--- config.mk ---
export PLATFORM = sky130hd
export DESIGN_NAME = heart_rate_sequencer
export DESIGN_NICKNAME = d
export VERILOG_FILES = /design/src/rtl/hr_pkg.sv /design/src/rtl/beat_sync_edge.sv /design/src/rtl/heart_rate_sequencer.sv
export SDC_FILE = /design/constraint.sdc
export NUM_CORES = 1
export LEC_CHECK = 0
export ABC_AREA = 1
export CAP_MARGIN = 20
export CORE_ASPECT_RATIO = 2
export CORE_MARGIN = 5
export CORE_UTILIZATION = 35
export DETAILED_ROUTE_END_ITERATION = 10
export SYNTH_ARGS = -nofsm -noshare
export SYNTH_HDL_FRONTEND = slang
export SYNTH_HIERARCHICAL = 1
export SYNTH_SLANG_ARGS = --single-unit
--- constraint.sdc ---
create_clock -name clk -period 4.2 [get_ports clk]
set_clock_uncertainty 0.15 [all_clocks]
set_input_delay 0.84 -clock clk [delete_from_list [all_inputs] [get_ports clk]]
set_output_delay 0.84 -clock clk [all_outputs]
set_load 0.01 [all_outputs]
--- src/rtl/hr_pkg.sv ---
// Shared types and helpers for the heart-rate measurement path.
package hr_pkg;

    localparam int HR_CNT_W = 25;
    localparam int HR_SHIFT = 18;
    localparam int HR_OUT_W = 6;

    typedef enum logic [1:0] {
        IDLE    = 2'd0,
        ARMED   = 2'd1,
        MEASURE = 2'd2,
        TIMEOUT = 2'd3
    } hr_state_t;

    // True when a shifted interval does not fit in an out_w-bit rate code.
    function automatic logic rate_needs_sat(input logic [31:0] shifted, input int out_w);
        return (shifted >> out_w) != 32'd0;
    endfunction

endpackage

--- src/rtl/beat_sync_edge.sv ---
// Two-flop synchroniser followed by a rising-edge detector for an asynchronous sensor pulse.
module beat_sync_edge (
    input  logic clk,
    input  logic reset,
    input  logic sig_in,
    output logic evt
);

    logic sync_meta;
    logic sync_out;
    logic sync_prev;

    always_ff @(posedge clk or posedge reset) begin
        if (reset) begin
            sync_meta <= 1'b0;
            sync_out  <= 1'b0;
            sync_prev <= 1'b0;
        end else begin
            sync_meta <= sig_in;
            sync_out  <= sync_meta;
            sync_prev <= sync_out;
        end
    end

    // A held-high input produces exactly one event.
    assign evt = sync_out & ~sync_prev;

endmodule

--- src/rtl/heart_rate_sequencer.sv ---
// Times beat-to-beat intervals, rejects glitches, detects pulse loss and hands out rate codes.
// Optional macro HR_AVERAGE_EN reports the mean of the last four intervals instead.
module heart_rate_sequencer
    import hr_pkg::*;
#(
    parameter int CNT_W        = HR_CNT_W,
    parameter int SHIFT        = HR_SHIFT,
    parameter int OUT_W        = HR_OUT_W,
    parameter int MIN_INTERVAL = 2**16,
    parameter int MAX_INTERVAL = 2**24
) (
    input  logic             clk,
    input  logic             reset,
    input  logic             enable,
    input  logic             beat_in,
    input  logic             rate_ready,
    output logic [OUT_W-1:0] rate,
    output logic             rate_valid,
    output logic             no_pulse,
    output logic             overrun,
    output logic [1:0]       state_dbg
);

    localparam logic [CNT_W-1:0] MIN_CNT = CNT_W'(MIN_INTERVAL);
    localparam logic [CNT_W-1:0] MAX_CNT = CNT_W'(MAX_INTERVAL);

    hr_state_t        state;
    logic [CNT_W-1:0] count;
    logic             have_ref;
    logic             beat_evt;

    logic             long_enough;
    logic             at_max;
    logic [CNT_W-1:0] count_inc;
    logic             accept;
    logic             to_timeout;
    logic             report_now;
    logic             load;
    logic [CNT_W+1:0] report_iv;
    logic             report_ready;
    logic [31:0]      rate_shifted;
    logic [OUT_W-1:0] sat_code;
    logic [OUT_W-1:0] load_rate;

    beat_sync_edge u_beat_sync (
        .clk    (clk),
        .reset  (reset),
        .sig_in (beat_in),
        .evt    (beat_evt)
    );

    assign long_enough = count >= MIN_CNT;
    assign at_max      = count == MAX_CNT;
    assign count_inc   = at_max ? count : count + CNT_W'(1);

    // have_ref marks an ARMED count that was started by a beat (re-arm after timeout),
    // so the interval ending in ARMED is a real measurement.
    assign accept = enable && beat_evt && long_enough &&
                    ((state == MEASURE) || ((state == ARMED) && have_ref));

    // A beat arriving on the saturating cycle wins over the timeout.
    assign to_timeout = enable && !beat_evt && at_max &&
                        ((state == ARMED) || (state == MEASURE));

`ifdef HR_AVERAGE_EN
    logic [3:0][CNT_W-1:0] hist;
    logic [CNT_W+1:0]      sum;
    logic [CNT_W+1:0]      sum_next;
    logic [2:0]            hist_cnt;
    logic                  hist_clear;

    assign sum_next     = sum + (CNT_W+2)'(count) - (CNT_W+2)'(hist[3]);
    assign report_iv    = sum_next >> 2;
    assign report_ready = hist_cnt >= 3'd3;
    assign hist_clear   = !enable || (state == IDLE) || to_timeout;

    always_ff @(posedge clk or posedge reset) begin
        if (reset) begin
            hist     <= '0;
            sum      <= '0;
            hist_cnt <= '0;
        end else if (hist_clear) begin
            hist     <= '0;
            sum      <= '0;
            hist_cnt <= '0;
        end else if (accept) begin
            hist <= {hist[2:0], count};
            sum  <= sum_next;
            if (hist_cnt != 3'd4) begin
                hist_cnt <= hist_cnt + 3'd1;
            end
        end
    end
`else
    assign report_iv    = (CNT_W+2)'(count);
    assign report_ready = 1'b1;
`endif

    assign report_now   = accept && report_ready;
    assign load         = report_now || to_timeout;
    assign rate_shifted = 32'(report_iv >> SHIFT);
    assign sat_code     = rate_needs_sat(rate_shifted, OUT_W) ? '1 : rate_shifted[OUT_W-1:0];
    assign load_rate    = to_timeout ? '0 : sat_code;

    always_ff @(posedge clk or posedge reset) begin
        if (reset) begin
            state      <= IDLE;
            count      <= '0;
            have_ref   <= 1'b0;
            rate       <= '0;
            rate_valid <= 1'b0;
            no_pulse   <= 1'b0;
            overrun    <= 1'b0;
        end else begin
            overrun <= 1'b0;
            if (rate_valid && rate_ready) begin
                rate_valid <= 1'b0;
            end

            if (!enable) begin
                state      <= IDLE;
                count      <= '0;
                have_ref   <= 1'b0;
                rate_valid <= 1'b0;
            end else begin
                case (state)
                    IDLE: begin
                        state    <= ARMED;
                        count    <= '0;
                        have_ref <= 1'b0;
                    end
                    ARMED: begin
                        if (beat_evt) begin
                            if (have_ref && !long_enough) begin
                                count <= count_inc;
                            end else begin
                                state <= MEASURE;
                                count <= CNT_W'(1);
                            end
                        end else if (at_max) begin
                            state <= TIMEOUT;
                        end else begin
                            count <= count_inc;
                        end
                    end
                    MEASURE: begin
                        if (accept) begin
                            count <= CNT_W'(1);
                        end else if (to_timeout) begin
                            state <= TIMEOUT;
                        end else begin
                            count <= count_inc;
                        end
                    end
                    TIMEOUT: begin
                        if (beat_evt) begin
                            state    <= ARMED;
                            count    <= CNT_W'(1);
                            have_ref <= 1'b1;
                        end
                    end
                    default: state <= IDLE;
                endcase

                // Latest result wins; overrun flags a pending value that was never taken.
                if (load) begin
                    rate       <= load_rate;
                    rate_valid <= 1'b1;
                    overrun    <= rate_valid && !rate_ready;
                    no_pulse   <= to_timeout;
                end
            end
        end
    end

    assign state_dbg = state;

endmodule

* Word-level counts from Yosys, hierarchy flattened *
Cells that the tools add are included.

cells by class
  add/subtract/negate cells = 1
  multipliers = 0
  divide/modulo/power cells = 0
  magnitude comparators = 1
  eq/ne operators = 13
  shift-type cells = 0
  mux-type cells = 27
  bitwise gates (word level) = 2
  reductions and logical operators = 21

operator list
  kind                                                                  count
  2-to-1 mux 25 bit                                                     8
  one-hot mux 25 bit (4 select lines)                                   1
  adder 25 x 1 -> 25 bit (second input constant)                        1
  equality test 25 bit (second input constant)                          1
  greater-or-equal comparator 25 x 17 -> 1 bit (second input constant)  1
  != test 4 bit (second input constant)                                 4
  2-to-1 mux 2 bit                                                      7
  2-to-1 mux 6 bit                                                      2
  logical AND 1 bit                                                     10
  != test 3 bit (second input constant)                                 3
  one-hot mux 2 bit (4 select lines)                                    1
  2-to-1 mux 1 bit                                                      7
  != test 3 x 1 -> 1 bit (second input constant)                        2
  AND reduction 5 bit                                                   1
  equality test 2 bit (second input constant)                           2
  AND reduction 2 bit                                                   2
  logical NOT 1 bit                                                     3
  logical OR 1 bit                                                      3
  AND reduction 3 bit                                                   1
  equality test 2 x 1 -> 1 bit (second input constant)                  1
  logical NOT 2 bit                                                     1
  one-hot mux 1 bit (2 select lines)                                    1
  AND 1 bit                                                             1
  inverter 1 bit                                                        1

word-level totals
  register bits after elaboration = 40
  bits in latches = 0
  bits in writable memories = 0
  ROM bits = 0
  input bits = 5
  output and inout port bits = 11
  word-level logic and storage cells = 75
  memories = 0

* Depth between registers and ports, before layout *
Gate-level depths: netlist of run 1.

  word-level depth = 10
  gate-level depth with buffers = 14
  gate-level depth less buffers = 14

* Cells and area by module *
The synthesis of run 1 kept the hierarchy.

modules (own cells, without submodules)
  module                times used  cells an instance  area each (um^2)  seq. area each (um^2)
  heart_rate_sequencer  1           380                2,595.0           925.9
  beat_sync_edge        1           6                  88.8              75.1

* Worst setup path before layout of run 1 *
OpenSTA, ideal clock, no wires.

  path kind = input -> register
  start point = in enable
  end point = reg count[2]
  library setup time = 0.119 ns
  arrival = 1.682 ns
  required time = 3.931 ns
  setup slack = 2.249 ns
  cell stages on the path = 8
  buffers on the path = 1
  cell sequence = nand2_1 > nor2_1 > inv_1 > o21ai_4 > nor2_2 > buf_6 > a21oi_1 > nor2_1

between the ends
  cells in the longest elaborated chain, start to end = 6
  elaborated cells on any way between the ends = 13
  classes of those cells = eq/ne: 3; mux: 3; reduce/logical: 7

RTL lines
  item                                 RTL line                     source
  start, declared                      heart_rate_sequencer.sv:14   input logic enable,
  logical AND 1 bit (3 in series)      heart_rate_sequencer.sv:58   assign accept = enable && beat_evt && long_enough &&
  2-to-1 mux 25 bit                    heart_rate_sequencer.sv:147  if (accept) begin
  one-hot mux 25 bit (4 select lines)  heart_rate_sequencer.sv:126  case (state)
  2-to-1 mux 25 bit                    heart_rate_sequencer.sv:120  if (!enable) begin
  end signal, assigned                 heart_rate_sequencer.sv:135  count <= count_inc;
  end signal, assigned                 heart_rate_sequencer.sv:143  count <= count_inc;
  end signal, assigned                 heart_rate_sequencer.sv:152  count <= count_inc;
  end, declared                        heart_rate_sequencer.sv:28   logic [CNT_W-1:0] count;

Parallel ways exist; a longest one is shown, timed or not.
A chain may end at the register's enable or synchronous reset.

* Worst setup path after layout of run 1 *
  start point = in enable
  end point = reg count[15]

The elaborated chain is that of the path after synthesis.

==> results.cfg, run 1 <==
[sta]
slew_viol_final = 0
timing.fmax_mhz = 406.5
rsz0062_at_grt = no
finalSetupViolCount = 0
finalCritPeriodShare_pct = 58.57
fin_crit_ns = 2.460
layout_setup_ws_ns = 1.740
finalHoldViolCount = 0
slew_headroom_pct = 47.40
worst_pin_slew_ns = 0.7881
setup-tns-final_ns = 0

[finish]
final_layout_size_suffix_gt1_share_pct = 9.901
n_fill_cell = 800
final_area_um2 = 3078
fin_nets = 415
syn2layout_area_growth_pct = 14.69
diodes = 0

[clock_network]
cts_resized = 0
htreeDepth = 2
cts_tree = yes
hold_buffers = 0
clock_sinks = 40
cts_buffer_depth = 2
cts_setup_buffers = 0
cts_made_buffers = 5
clock_latency_ns = 0.29
clk_pin_slew_worst_paths_ns = 0.06
root_buffer = clkbuf_16

[grt]
met2_usage_pct = 31.51
gr-total-overflow = 0
antenna_found_initial = 0
grt_pass1_vias = 2473
grt_use_met1_pct = 15.14
grtUsageMet3_pct = 3.526
grt_usage_pct = 16.57
grt_pass1_wl_um = 12160
gr-max-usage-layer = met2
grt_start_max_net_pins = 21

[drt]
vias = 2465
wl_um = 7191
avgRoutedWirePerCell_um = 14.44
drcViolationCount = 0
antenna_left = 0
drt_iter0_markers = 146
vias_per_cell = 4.950
dr.pass1.iters = 4

[setup_path]
worstPathArrival_ns = 2.47
crit_top_cell = nand2_1
critPathKind = in -> reg
crit_path_max_fanout = 10
end_kind = flip-flop
cp_slowest_cell = clkdlybuf4s50_1
crit_required_ns = 4.21
worstSetupStartpointType = input pin
critical-path-max-stage-delay_ns = 0.58
path_cells = clkdlybuf4s50_1 -> nand2_1 -> nor2_1 -> inv_1 -> o21ai_4 -> inv_2 -> nand2_4 -> nor2_4 -> nand2_1 -> o21ai_1
r2r_cells = 9

[synth]
syn-num-nets = 398
synth_fa_ha_area_share_pct = 3.263
synth_warnings = 6
synth-edff-count = 0
async_reset_ff_share_pct = 100.0
synth_ff_type = dfrtp_1
yosys-top-cells-area = dfrtp_1 37%, nand2_1 14%, nor2_1 8.8%, inv_1 6.4%, nand3_1 6.3%
synth_top_family_by_area = simple AND/OR/NAND/NOR gates
syn-cell-area_um2 = 2684
yosys.area_share.simple_pct = 39.44
ys_ff_latch = 40
synth.distinct_cells = 26
muxShareOfSynthArea_pct = 0
synth_most_common_cell = nand2_1
synth_common_cells = 103 x nand2_1, 63 x nor2_1, 46 x inv_1
avgSynthCellArea_um2 = 6.953
synth_compound_area_share_pct = 7.832
yosysTopAreaCellShare_pct = 37.30
ys_seq_area_share_pct = 37.30
netlist_instances = 386
yosysTopAreaCell = dfrtp_1
synth-xor-area-share_pct = 2.937

[flow_run]
cap_violations = 0

[place]
buffer_ports.inserted = 15
dp_slack_ns = 1.463
place.gp.congestion = 1.044
hpwl_um = 5608
dpl_cell_area_um2 = 2910

[die]
dieArea_um2 = 9626
rows = 45
core_area_um2 = 7545
die_height_um = 133.8
start_util_pct = 35.57
die_w_um = 71.92
io_pins = 16

[power]
fin_total_pwr_mw = 1.206
peakVddDrop_mv = 0.2148
power_density_nw_per_um2 = 392.0
p_leak_nw = 1.321

[run_status]
status = finished clean

[min_path]
holdPathStages = 0
hold_path.class = reg -> reg
## cells in the final DEF, fill, tap and decap left out, types with 2 or more instances in the layout
master	n
nor3_1	6
nor2_2	7
xor2_1	9
nand2_4	3
inv_2	7
clkbuf_16	5
nor2_4	3
nand4_1	5
clkdlybuf4s50_1	15
nand3_1	34
nor2_1	63
a21oi_1	9
o21ai_0	10
inv_1	46
dfrtp_1	40
o21ai_1	15
nand2_2	3
nand2_1	103
ha_1	7
nand3_2	3
nor3_2	2
## layer usage
layer	vias up	wire [µm]	share of wire, %
met5	-	0	0
met4	0	422	5.9
met3	22	230	3.2
met2	54	4098	57
met1	1142	2438	34
li1	1247	-	-
## final timing paths
| check | start | to | slack (ns) |
|---|---|---|---|
| max in group asynchronous | reset | count[14]$_DFFE_PP0P_ | 2.24 |
| worst min-delay path | u_beat_sync/sync_meta$_DFF_PP0_ | u_beat_sync/sync_out$_DFF_PP0_ | 0.21 |
| worst max-delay path | enable | count[15]$_DFFE_PP0P_ | 1.74 |
| worst min register to register | u_beat_sync/sync_meta$_DFF_PP0_ | u_beat_sync/sync_out$_DFF_PP0_ | 0.21 |
| worst max register to register | count[0]$_DFFE_PP0P_ | count[24]$_DFFE_PP0P_ | 1.82 |
| min in group asynchronous | reset | u_beat_sync/sync_meta$_DFF_PP0_ | 0.60 |
## final cells by class
class | instances | area (µm²) | area share (%)
Multi-Input combinational cell | 287 | 1435 | 46.63
Sequential cell | 40 | 1001 | 32.52
Inverter | 53 | 198.9 | 6.463
Timing Repair Buffer | 16 | 157.7 | 5.122
Clock buffer | 5 | 125.1 | 4.065
Tap cell | 94 | 117.6 | 3.821
Clock inverter | 3 | 42.54 | 1.382
## per-stage QoR
stage / util, % / hold slack, ns / cells
after detailed placement: 38.57 / 0.2012 / 490
after CTS: 40.80 / 0.2155 / 498
final: 40.80 / 0.2085 / 498
after floorplan: - / 0.1812 / 386
after global routing: 40.80 / 0.2188 / 498
after global placement: 38.57 / 0.2055 / 490
## flip-flops by register name, summed over array words and instances, names as in the netlist
| signal | count |
|---|---|
| u_beat_sync/sync_prev | 1 |
| u_beat_sync/sync_meta | 1 |
| rate_valid | 1 |
| overrun | 1 |
| rate | 6 |
| no_pulse | 1 |
| have_ref | 1 |
| state_dbg | 2 |
| u_beat_sync/sync_out | 1 |
| count | 25 |
## critical path, delay by kind of cell
family | cells | cell delay [ns]
AND/OR/NAND/NOR | 5 | 0.58
AO/OA/AOI/OAI | 2 | 0.28
buffers and inverters | 3 | 0.76
## logic make-up (layout without fill, tap and decap cells)
kind of cell | count (synthesis) | after routing
xor gates and xnor gates | 9 | 9
AOI/OAI and AO/OA | 37 | 37
DFF | 40 | 40
adders and majority gates | 7 | 7
and+or+nand+nor | 234 | 234
buffers and inverters | 59 | 77
## report_power, final
group / total (mW) / leakage [nW] / switching, mW / internal (mW)
combinational: 0.341 / 0.697 / 0.230 / 0.111
sequential: 0.426 / 0.544 / 0.0241 / 0.402
clock: 0.440 / 0.0798 / 0.161 / 0.279
total: 1.21 / 1.32 / 0.415 / 0.792
Note: power is estimated with default switching activity, not from simulation.
==> run 2, diff against run 1 <==
==> constraint.sdc (replaced) <==
create_clock -name clk -period 2.3 [get_ports clk]
set_clock_uncertainty 0.15 [all_clocks]
set_input_delay 0.46 -clock clk [delete_from_list [all_inputs] [get_ports clk]]
set_output_delay 0.46 -clock clk [all_outputs]
set_load 0.01 [all_outputs]
==> run 2 against run 1 <==
Net effect: cell area rose by 3.7%; global-route usage rose by 0.60 points; register-to-register slack got worse by 1.6 ns; utilization rose by 1.5 points; clock power rose by 58%; via count rose by 4.8%; wire length rose by 5.3%; non-clock buffer count rose by 15; power rose by 81%; largest power group is now sequential cells.
==> results.cfg, run 2 (synthesis results as in run 1) <==
[sta]
finalSetupViolCount = 0
setup-tns-final_ns = 0
timing.fmax_mhz = 472.9
slew_viol_final = 0
rsz0062_at_grt = no
finalHoldViolCount = 0
fin_crit_ns = 2.115
finalCritPeriodShare_pct = 91.94
slew_headroom_pct = 65.45
finalHoldWorstSlack_ns = 0.2176
worst_pin_slew_ns = 0.5182

[setup_path]
worstPathArrival_ns = 2.15
cpLargestDelayFamily = simple AND/OR/NAND/NOR gates
crit_required_ns = 2.33
crit_path_max_fanout = 6
path_cells = inv_1 -> ha_1 -> inv_1 -> nor2_1 -> nand2_1 -> nor2_2 -> nand3_4 -> inv_2 -> nand2_1 -> nand3_1 -> o21ai_0 -> nand2_1 -> inv_1
cp_slowest_cell = dfrtp_1
end_kind = flip-flop
critPathKind = reg -> reg
critical-path-max-stage-delay_ns = 0.44
worstSetupStartpointType = flip-flop
crit_buf_inv = 4

[power]
peakVddDrop_mv = 0.3066
power_density_nw_per_um2 = 682.7
p_leak_nw = 1.403

[clock_network]
clk_pin_slew_worst_paths_ns = 0.06
clock_latency_ns = 0.29
cts_tree = yes
hold_buffers = 0
cts_made_buffers = 5
cts_buffer_depth = 2
cts_resized = 0
root_buffer = clkbuf_16
htreeDepth = 2
cts_setup_buffers = 0
clock_sinks = 40

[die]
core_area_um2 = 7545
die_height_um = 133.8
start_util_pct = 35.57
rows = 45
io_pins = 16
dieArea_um2 = 9626
die_w_um = 71.92

[place]
buffer_ports.inserted = 15
place.gp.congestion = 1.032
hpwl_um = 6015

[drt]
antenna_left = 0
wl_um = 7570
drcViolationCount = 0
drt_iter0_markers = 153
vias_per_cell = 5.035
vias = 2583
dr.pass1.iters = 4
avgRoutedWirePerCell_um = 14.76

[grt]
grt_pass1_wl_um = 12600
grt_use_met1_pct = 14.58
met2_usage_pct = 33.25
grt_start_max_net_pins = 38
antenna_found_initial = 0
gr-total-overflow = 0
grt_usage_pct = 17.17
grtUsageMet3_pct = 3.001
gr-max-usage-layer = met2
grt_pass1_vias = 2757

[run_status]
status = finished clean

[finish]
final_layout_size_suffix_gt1_share_pct = 13.13
layout_common_cells = 103 x nand2_1, 63 x nor2_1, 46 x inv_1
largest_reg_flops = 25
syn2layout_area_growth_pct = 18.93
diodes = 0
fin_nets = 430
layout_commonest_cell = nand2_1
top_register = count

[flow_run]
cap_violations = 0

[min_path]
hold_path.class = in -> async
==> run 2: cell count changes in the layout (fill, tap and decap cells not counted), sizes merged <==
cell / before / now
buf: 1 / 16
bufinv: 1 / 0
clkinv: 1 / 3
clkinvlp: 1 / 0
==> run 2: worst paths after layout <==
path / cells past startpoint / from / slack (ns) / endpoint
worst min-delay path: 2 / reset / 0.22 / u_beat_sync/sync_out$_DFF_PP0_
worst max register to register: 13 / count[0]$_DFFE_PP0P_ / 0.19 / count[6]$_DFFE_PP0P_
worst min register to register: 0 / u_beat_sync/sync_meta$_DFF_PP0_ / 0.22 / u_beat_sync/sync_out$_DFF_PP0_
worst max-delay path: 13 / count[0]$_DFFE_PP0P_ / 0.19 / count[6]$_DFFE_PP0P_
min in group clk: 0 / u_beat_sync/sync_meta$_DFF_PP0_ / 0.22 / u_beat_sync/sync_out$_DFF_PP0_
max in group asynchronous: 3 / reset / 1.15 / count[11]$_DFFE_PP0P_
==> run 2: through the flow <==
stage	total power, mW	instances	instance area (µm²)	worst slack, ns	util (%)
2_1_floorplan	1.238	386	2684	0.3891	-
3_5_place_dp	1.501	505	3048	0.008664	40.40
6_report	2.179	513	3192	0.1854	42.31
3_3_place_gp	1.490	505	3048	0.04226	40.40
5_1_grt	2.316	513	3192	0.004319	42.31
4_1_cts	2.203	513	3192	0.1687	42.31
==> run 2: final cells by class <==
class	instances	area (µm²)
Clock inverter	3	18.77
Sequential cell	40	1001
Inverter	53	198.9
Tap cell	94	117.6
Timing Repair Buffer	31	295.3
Multi-Input combinational cell	287	1435
Fill cell	831	4353
Clock buffer	5	125.1
==> run 2: layer usage <==
layer / up-vias / share of wire [%]
met5: - / 0
met4: 0 / 6.5
met3: 32 / 3.3
met2: 65 / 58
met1: 1206 / 32
li1: 1280 / -
==> run 2: power breakdown <==
group / total (mW) / leakage [nW] / internal, mW / switching, mW
Sequential: 0.774 / 0.544 / 0.733 / 0.0403
Combinational: 0.708 / 0.785 / 0.249 / 0.460
Clock: 0.697 / 0.0736 / 0.400 / 0.297
==> run 2: worst reg2reg max path, stage by stage (launching register included) <==
cell     delay [ns]
dfrtp_1        0.44
inv_1          0.13
ha_1           0.15
inv_1          0.04
nor2_1         0.07
nand2_1        0.07
nor2_2         0.16
nand3_4        0.15
inv_2          0.10
nand2_1        0.05
nand3_1        0.27
o21ai_0        0.13
nand2_1        0.08
inv_1          0.03
